### config.mk
export PLATFORM = sky130hd
export DESIGN_NAME = traffic_display
export DESIGN_NICKNAME = d
export VERILOG_FILES = /design/src/rtl/traffic_pkg.sv /design/src/rtl/bin2bcd8.sv /design/src/rtl/traffic_display.sv
export SDC_FILE = /design/constraint.sdc
export NUM_CORES = 1
export LEC_CHECK = 0
export BUFFER_PORTS_ARGS = -buffer_cell sky130_fd_sc_hd__buf_4
export CORE_ASPECT_RATIO = 1.4
export CORE_MARGIN = 10
export CORE_UTILIZATION = 35
export CTS_CLUSTER_SIZE = 30
export DETAILED_ROUTE_END_ITERATION = 10
export GPL_TIMING_DRIVEN = 0
export PLACE_DENSITY = 0.55
export SLEW_MARGIN = 0
export SYNTH_ARGS = -nofsm -noshare
export SYNTH_HDL_FRONTEND = slang
export SYNTH_SLANG_ARGS = --single-unit
### constraint.sdc
create_clock -name clk -period 4 [get_ports clk]
set_input_delay 0.2 -clock clk [delete_from_list [all_inputs] [get_ports clk]]
set_output_delay 0.2 -clock clk [all_outputs]
set_load 0.03 [all_outputs]
### src/rtl/traffic_pkg.sv
// Shared constants and types for the traffic countdown display: segment codes,
// the digit decode table, the conversion FSM states and the scan digit indices.
package traffic_pkg;

  localparam logic [6:0] SEG_BLANK = 7'b1111111;
  localparam logic [6:0] SEG_DASH  = 7'b0111111;

  // Active-low {g,f,e,d,c,b,a} patterns for the digits 0..9
  localparam logic [6:0] SEG_TABLE [0:9] = '{
    7'b1000000, 7'b1111001, 7'b0100100, 7'b0110000, 7'b0011001,
    7'b0010010, 7'b0000010, 7'b1111000, 7'b0000000, 7'b0010000
  };

  typedef enum logic [1:0] {
    IDLE  = 2'd0,
    SHIFT = 2'd1,
    DONE  = 2'd2
  } conv_state_t;

  localparam logic [1:0] DIG_M_ONES = 2'd0;
  localparam logic [1:0] DIG_M_TENS = 2'd1;
  localparam logic [1:0] DIG_C_ONES = 2'd2;
  localparam logic [1:0] DIG_C_TENS = 2'd3;

  function automatic logic [6:0] seg_decode(input logic [3:0] nib);
    if (nib <= 4'd9) return SEG_TABLE[nib];
    return SEG_BLANK;
  endfunction

endpackage

### src/rtl/bin2bcd8.sv
// One 8-bit sequential double-dabble engine; load clears scratch and captures bin,
// each shift cycle adds 3 to nibbles >= 5 and then shifts left; done after 8 shifts.
module bin2bcd8
  import traffic_pkg::*;
(
  input  logic        clk,
  input  logic        set,
  input  logic        load,
  input  logic        shift,
  input  logic [7:0]  bin,
  output logic [11:0] bcd,
  output logic        done
);

  logic [7:0]  sh;
  logic [11:0] scratch;
  logic [11:0] adj;
  logic [3:0]  cnt;

  always_comb begin
    adj = scratch;
    if (scratch[3:0]  >= 4'd5) adj[3:0]  = scratch[3:0]  + 4'd3;
    if (scratch[7:4]  >= 4'd5) adj[7:4]  = scratch[7:4]  + 4'd3;
    if (scratch[11:8] >= 4'd5) adj[11:8] = scratch[11:8] + 4'd3;
  end

  always_ff @(posedge clk or posedge set) begin
    if (set) begin
      sh      <= '0;
      scratch <= '0;
      cnt     <= '0;
    end else if (load) begin
      sh      <= bin;
      scratch <= '0;
      cnt     <= '0;
    end else if (shift && cnt != 4'd8) begin
      scratch <= {adj[10:0], sh[7]};
      sh      <= {sh[6:0], 1'b0};
      cnt     <= cnt + 4'd1;
    end
  end

  assign bcd  = scratch;
  assign done = (cnt == 4'd8);

endmodule

### src/rtl/traffic_display.sv
// Converts the two road countdowns to BCD every 10 cycles and scans them onto four
// common-anode digits; optional macro TRAFFIC_DISP_LZB_EN blanks a zero tens digit.
module traffic_display
  import traffic_pkg::*;
#(
  parameter int SCAN_DIV = 50000
) (
  input  logic       clk,
  input  logic       set,
  input  logic [7:0] count,
  input  logic [7:0] count_c,
  output logic [3:0] an,
  output logic [6:0] seg,
  output logic [7:0] bcd_m,
  output logic [7:0] bcd_c,
  output logic       ovf_m,
  output logic       ovf_c
);

  localparam int PW = (SCAN_DIV > 2) ? $clog2(SCAN_DIV) : 1;
  localparam logic [PW-1:0] PRESC_LAST = PW'(SCAN_DIV - 1);

  conv_state_t state;
  logic [2:0]  bit_cnt;
  logic        load, shift;
  logic [11:0] res_m, res_c;
  logic        done_m, done_c;

  assign load  = (state == IDLE);
  assign shift = (state == SHIFT);

  bin2bcd8 u_conv_m (
    .clk(clk), .set(set), .load(load), .shift(shift),
    .bin(count), .bcd(res_m), .done(done_m)
  );

  bin2bcd8 u_conv_c (
    .clk(clk), .set(set), .load(load), .shift(shift),
    .bin(count_c), .bcd(res_c), .done(done_c)
  );

  // Both engines run in lockstep; results are committed only as a whole in DONE
  always_ff @(posedge clk or posedge set) begin
    if (set) begin
      state   <= IDLE;
      bit_cnt <= '0;
      bcd_m   <= '0;
      bcd_c   <= '0;
      ovf_m   <= 1'b0;
      ovf_c   <= 1'b0;
    end else begin
      case (state)
        IDLE: begin
          bit_cnt <= '0;
          state   <= SHIFT;
        end
        SHIFT: begin
          bit_cnt <= bit_cnt + 3'd1;
          if (bit_cnt == 3'd7) state <= DONE;
        end
        DONE: begin
          if (done_m && done_c) begin
            bcd_m <= res_m[7:0];
            bcd_c <= res_c[7:0];
            ovf_m <= (res_m[11:8] != 4'd0) || (res_m[7:4] > 4'd9);
            ovf_c <= (res_c[11:8] != 4'd0) || (res_c[7:4] > 4'd9);
          end
          state <= IDLE;
        end
        default: state <= IDLE;
      endcase
    end
  end

  logic [PW-1:0] presc;
  logic [1:0]    idx;
  logic          lit;
  logic [3:0]    nib;
  logic          road_ovf;
  logic          is_tens;
  logic [6:0]    seg_next;

  always_comb begin
    nib      = bcd_m[3:0];
    road_ovf = ovf_m;
    is_tens  = 1'b0;
    case (idx)
      DIG_M_ONES: begin nib = bcd_m[3:0]; road_ovf = ovf_m; end
      DIG_M_TENS: begin nib = bcd_m[7:4]; road_ovf = ovf_m; is_tens = 1'b1; end
      DIG_C_ONES: begin nib = bcd_c[3:0]; road_ovf = ovf_c; end
      default:    begin nib = bcd_c[7:4]; road_ovf = ovf_c; is_tens = 1'b1; end
    endcase

    seg_next = seg_decode(nib);
    if (road_ovf) begin
      seg_next = SEG_DASH;
    end
`ifdef TRAFFIC_DISP_LZB_EN
    else if (is_tens && nib == 4'd0) begin
      seg_next = SEG_BLANK;
    end
`else
    else if (is_tens) begin
      seg_next = seg_decode(nib);
    end
`endif
  end

  // lit delays the first lit digit by one cycle after reset release
  always_ff @(posedge clk or posedge set) begin
    if (set) begin
      presc <= '0;
      idx   <= DIG_M_ONES;
      lit   <= 1'b0;
      an    <= 4'b1111;
      seg   <= SEG_BLANK;
    end else begin
      if (presc == PRESC_LAST) begin
        presc <= '0;
        idx   <= idx + 2'd1;
      end else begin
        presc <= presc + 1'b1;
      end
      lit <= 1'b1;
      an  <= lit ? ~(4'b0001 << idx) : 4'b1111;
      seg <= lit ? seg_next : SEG_BLANK;
    end
  end

endmodule
==> run metrics <==
status finished, final reports clean; Main synth FF type dfrtp_1; Final GP Congestion between 0.8 and 0.9; Sw Ratio 34.7%; placed cell area about 5600 um^2; # IOs 47; wire per inst 15.2 um; WS Path Type reg -> reg; number of antenna violations at the first check in global routing 0; post-synth top area share 45.3%; mapped cell area approximately 5000 um^2; Pleak 2.76 nW; Critical Path RT between 4000 and 5000 ps; cell taking the most area after synthesis dfrtp_1; Switch Pwr about 1.2 mW; Hold Crit Class in -> reg; VDD IR max about 0.00022 V; worst skew pair latency 350 ps; H-tree depth 3; Max Fclk between 400 and 500 MHz; global-route wire length before repair roughly 19000 um; critical path fanouts, max 6; FILL cells about 1.4k; Post-Syn Nets a little over 500; Die Width 121 um; combinational power share a little over 30%; simple-gate area share of the yosys netlist between 10% and 20%; Final Instance Count excl. Fillers ~720; Final Cycle Share a little under three fifths; Synth area leaders dfrtp_1 45%, ha_1 7.3%, dfstp_2 5.8%; Clk pin slew, worst setup/hold paths approximately 70 ps; post-synthesis mux area share just under 6%; Avg Inst Size Synth ~11 um^2; adder-cell area share of the yosys netlist under 10%; setup bufs post-CTS 0; Post-synth EDFFs 0; DRC violations left 0; maxcap violations 0; compound-cell area share of the yosys netlist about an eighth; CP Launch Type flop; Tmin final 2300 ps; post-synthesis async set-or-reset flop share 100%; Root Buffer clkbuf_16; fin nets between 500 and 600; Design Area, Final 5910 um^2; most instantiated cells after synthesis 90 x dfrtp_1, 59 x nand2_1, 31 x o21ai_0, 30 x inv_1, 29 x ha_1; DPL Wire Length around 8000 um; Power per Cell Area approximately 570 nW/um^2; vias in the first global route around 3.8k; total congestion overflow 0; cts repair resizes 0; Yosys Warn Count 0; Critical Path AT between 2000 and 3000 ps; Worst slew margin around 49%; IO buf count 46; RSZ-0062 raised after global routing no; cells after synthesis between 400 and 500; Final TNS setup 0 ps; DIE AREA between 15000 and 20000 um^2; Finish-stage setup viols 0; final hold violation count 0; largest family of logic cells by synthesized area simple AND/OR/NAND/NOR gates; vias post-DR between 3k and 4k; Final Core Density 42.5%; Post-DRT Antenna Nets 0; Pre-antenna DRT Iters 4; Global Route Usage Sum 11.9%; hold bufs inserted after CTS 1; largest net degree at the start of global routing 67; most frequent cell after synthesis dfrtp_1; area grow syn2layout 18.9%; Slew Limit Fails 0; CTS tree done; Num Clock Sinks ~100; total CTS buffers 9; share of layout cells above drive strength 1 approximately a fifth; die height between 150 and 200 um; Netlist cell types 47; Routed WL about 11000 um; n_diodes 0; CTS Buffer Depth 2; Slew @ Worst Pin around 760 ps; Core Footprint 13900 um^2; clock share of power 28.4%; Synth Area in XOR/XNOR about 3.5%; nature of the critical path endpoint flop; Site Rows 51; DR vias/cell between 5 and 6; Seq pwr share between 40% and 50%; 1st-iter DRT viols 184; Tot Pwr 3.36 mW; clock skew roughly 5 ps; sequential area share after synthesis 51.1%; Yosys reg bits roughly 100; Initial Utilization between 30% and 40%; dpl cells about 700; P_int 2.19 mW
[area by class of cell]
class	count	area (um^2)	area share, %
tap	185	231	3.92
clock buffer	9	225	3.81
clock inverter	7	97.6	1.65
inverter	31	119	2.01
sequential	101	2540	43.0
multi-input combinational	322	2230	37.7
timing repair buffer	48	383	6.48
buffer	16	83.8	1.42
[final timing paths]
check	cells past startpoint	startpoint	slack, ps	to
worst max-delay path	8	idx[0]	1700	seg[6]
worst min-delay path	3	count_c[0]	40	u_conv_c.sh[0]
worst max register to register	8	idx[0]	1700	seg[6]
worst min register to register	2	u_conv_c.sh[7]	480	u_conv_c.sh[7]
max in group asynchronous	4	set	2840	seg[3]
min in group asynchronous	3	set	440	presc[14]
[stage by stage]
stage                     setup slack (ps)  hold WS (ps)
after floorplan                       1170           305
after global placement                -132           397
after detailed placement              1730           272
after CTS                             1720          22.9
after global routing                  1560          47.7
final                                 1700          38.4
[routing by layer]
metal | GRT usage [%] | share of wire [%]
met2 | 19.0 | 48
met5 | 0 | 0
met4 | 4.35 | 1.7
met1 | 15.1 | 47
met3 | 3.00 | 4.1
[flip-flops by register name, indices dropped and copies added, names as in the netlist, 2 cells and up]
register      cells
state             2
u_conv_m.cnt      4
u_conv_c.bcd     12
presc            16
bcd_c             8
bcd_m             8
u_conv_c.cnt      4
an                4
u_conv_m.bcd     12
u_conv_m.sh       8
bit_cnt           3
u_conv_c.sh       8
seg               7
idx               2
[cells by family (layout without fill, tap and decap cells)]
kind of cell / after synthesis / in the layout
fa+ha+maj: 29 / 29
compound gates: 100 / 100
flops: 101 / 101
buf+inv: 47 / 111
xor+xnor: 20 / 20
simple gates: 146 / 146
other cells: 1 / 1
mux: 26 / 26
[layout by cell type, fill, tap and decap left out, drive strengths merged, types with 4 or more instances in the layout]
master / count
dfrtp: 90
nand2: 59
buf: 55
o21ai: 35
inv: 33
ha: 29
nand3: 28
mux2: 21
nor2: 20
clkbuf: 17
a22oi: 16
a21oi: 15
xnor2: 12
o31ai: 11
dfstp: 11
nand4: 8
xor2: 8
nand2b: 8
a32o: 6
mux2i: 5
o21a: 4
and2: 4
[critical path, cell delays in order, from the launching register on]
cell      delay [ps]
dfrtp_1          410
inv_1            100
ha_1             270
a222oi_1         450
mux2_2           290
inv_1            110
ha_1             220
o211ai_1         190
o311ai_0         160
[power by group through the flow]
stage               logic, mW  registers, mW  clock network, mW
finish                   1.02           1.39              0.956
global route             1.13           1.42               1.03
CTS                      1.03           1.39              0.980
detailed placement       1.03           1.41                  0
global placement        0.989           1.41                  0
floorplan               0.507           1.56                  0
No activity file was read; power rests on OpenSTA's default activity.
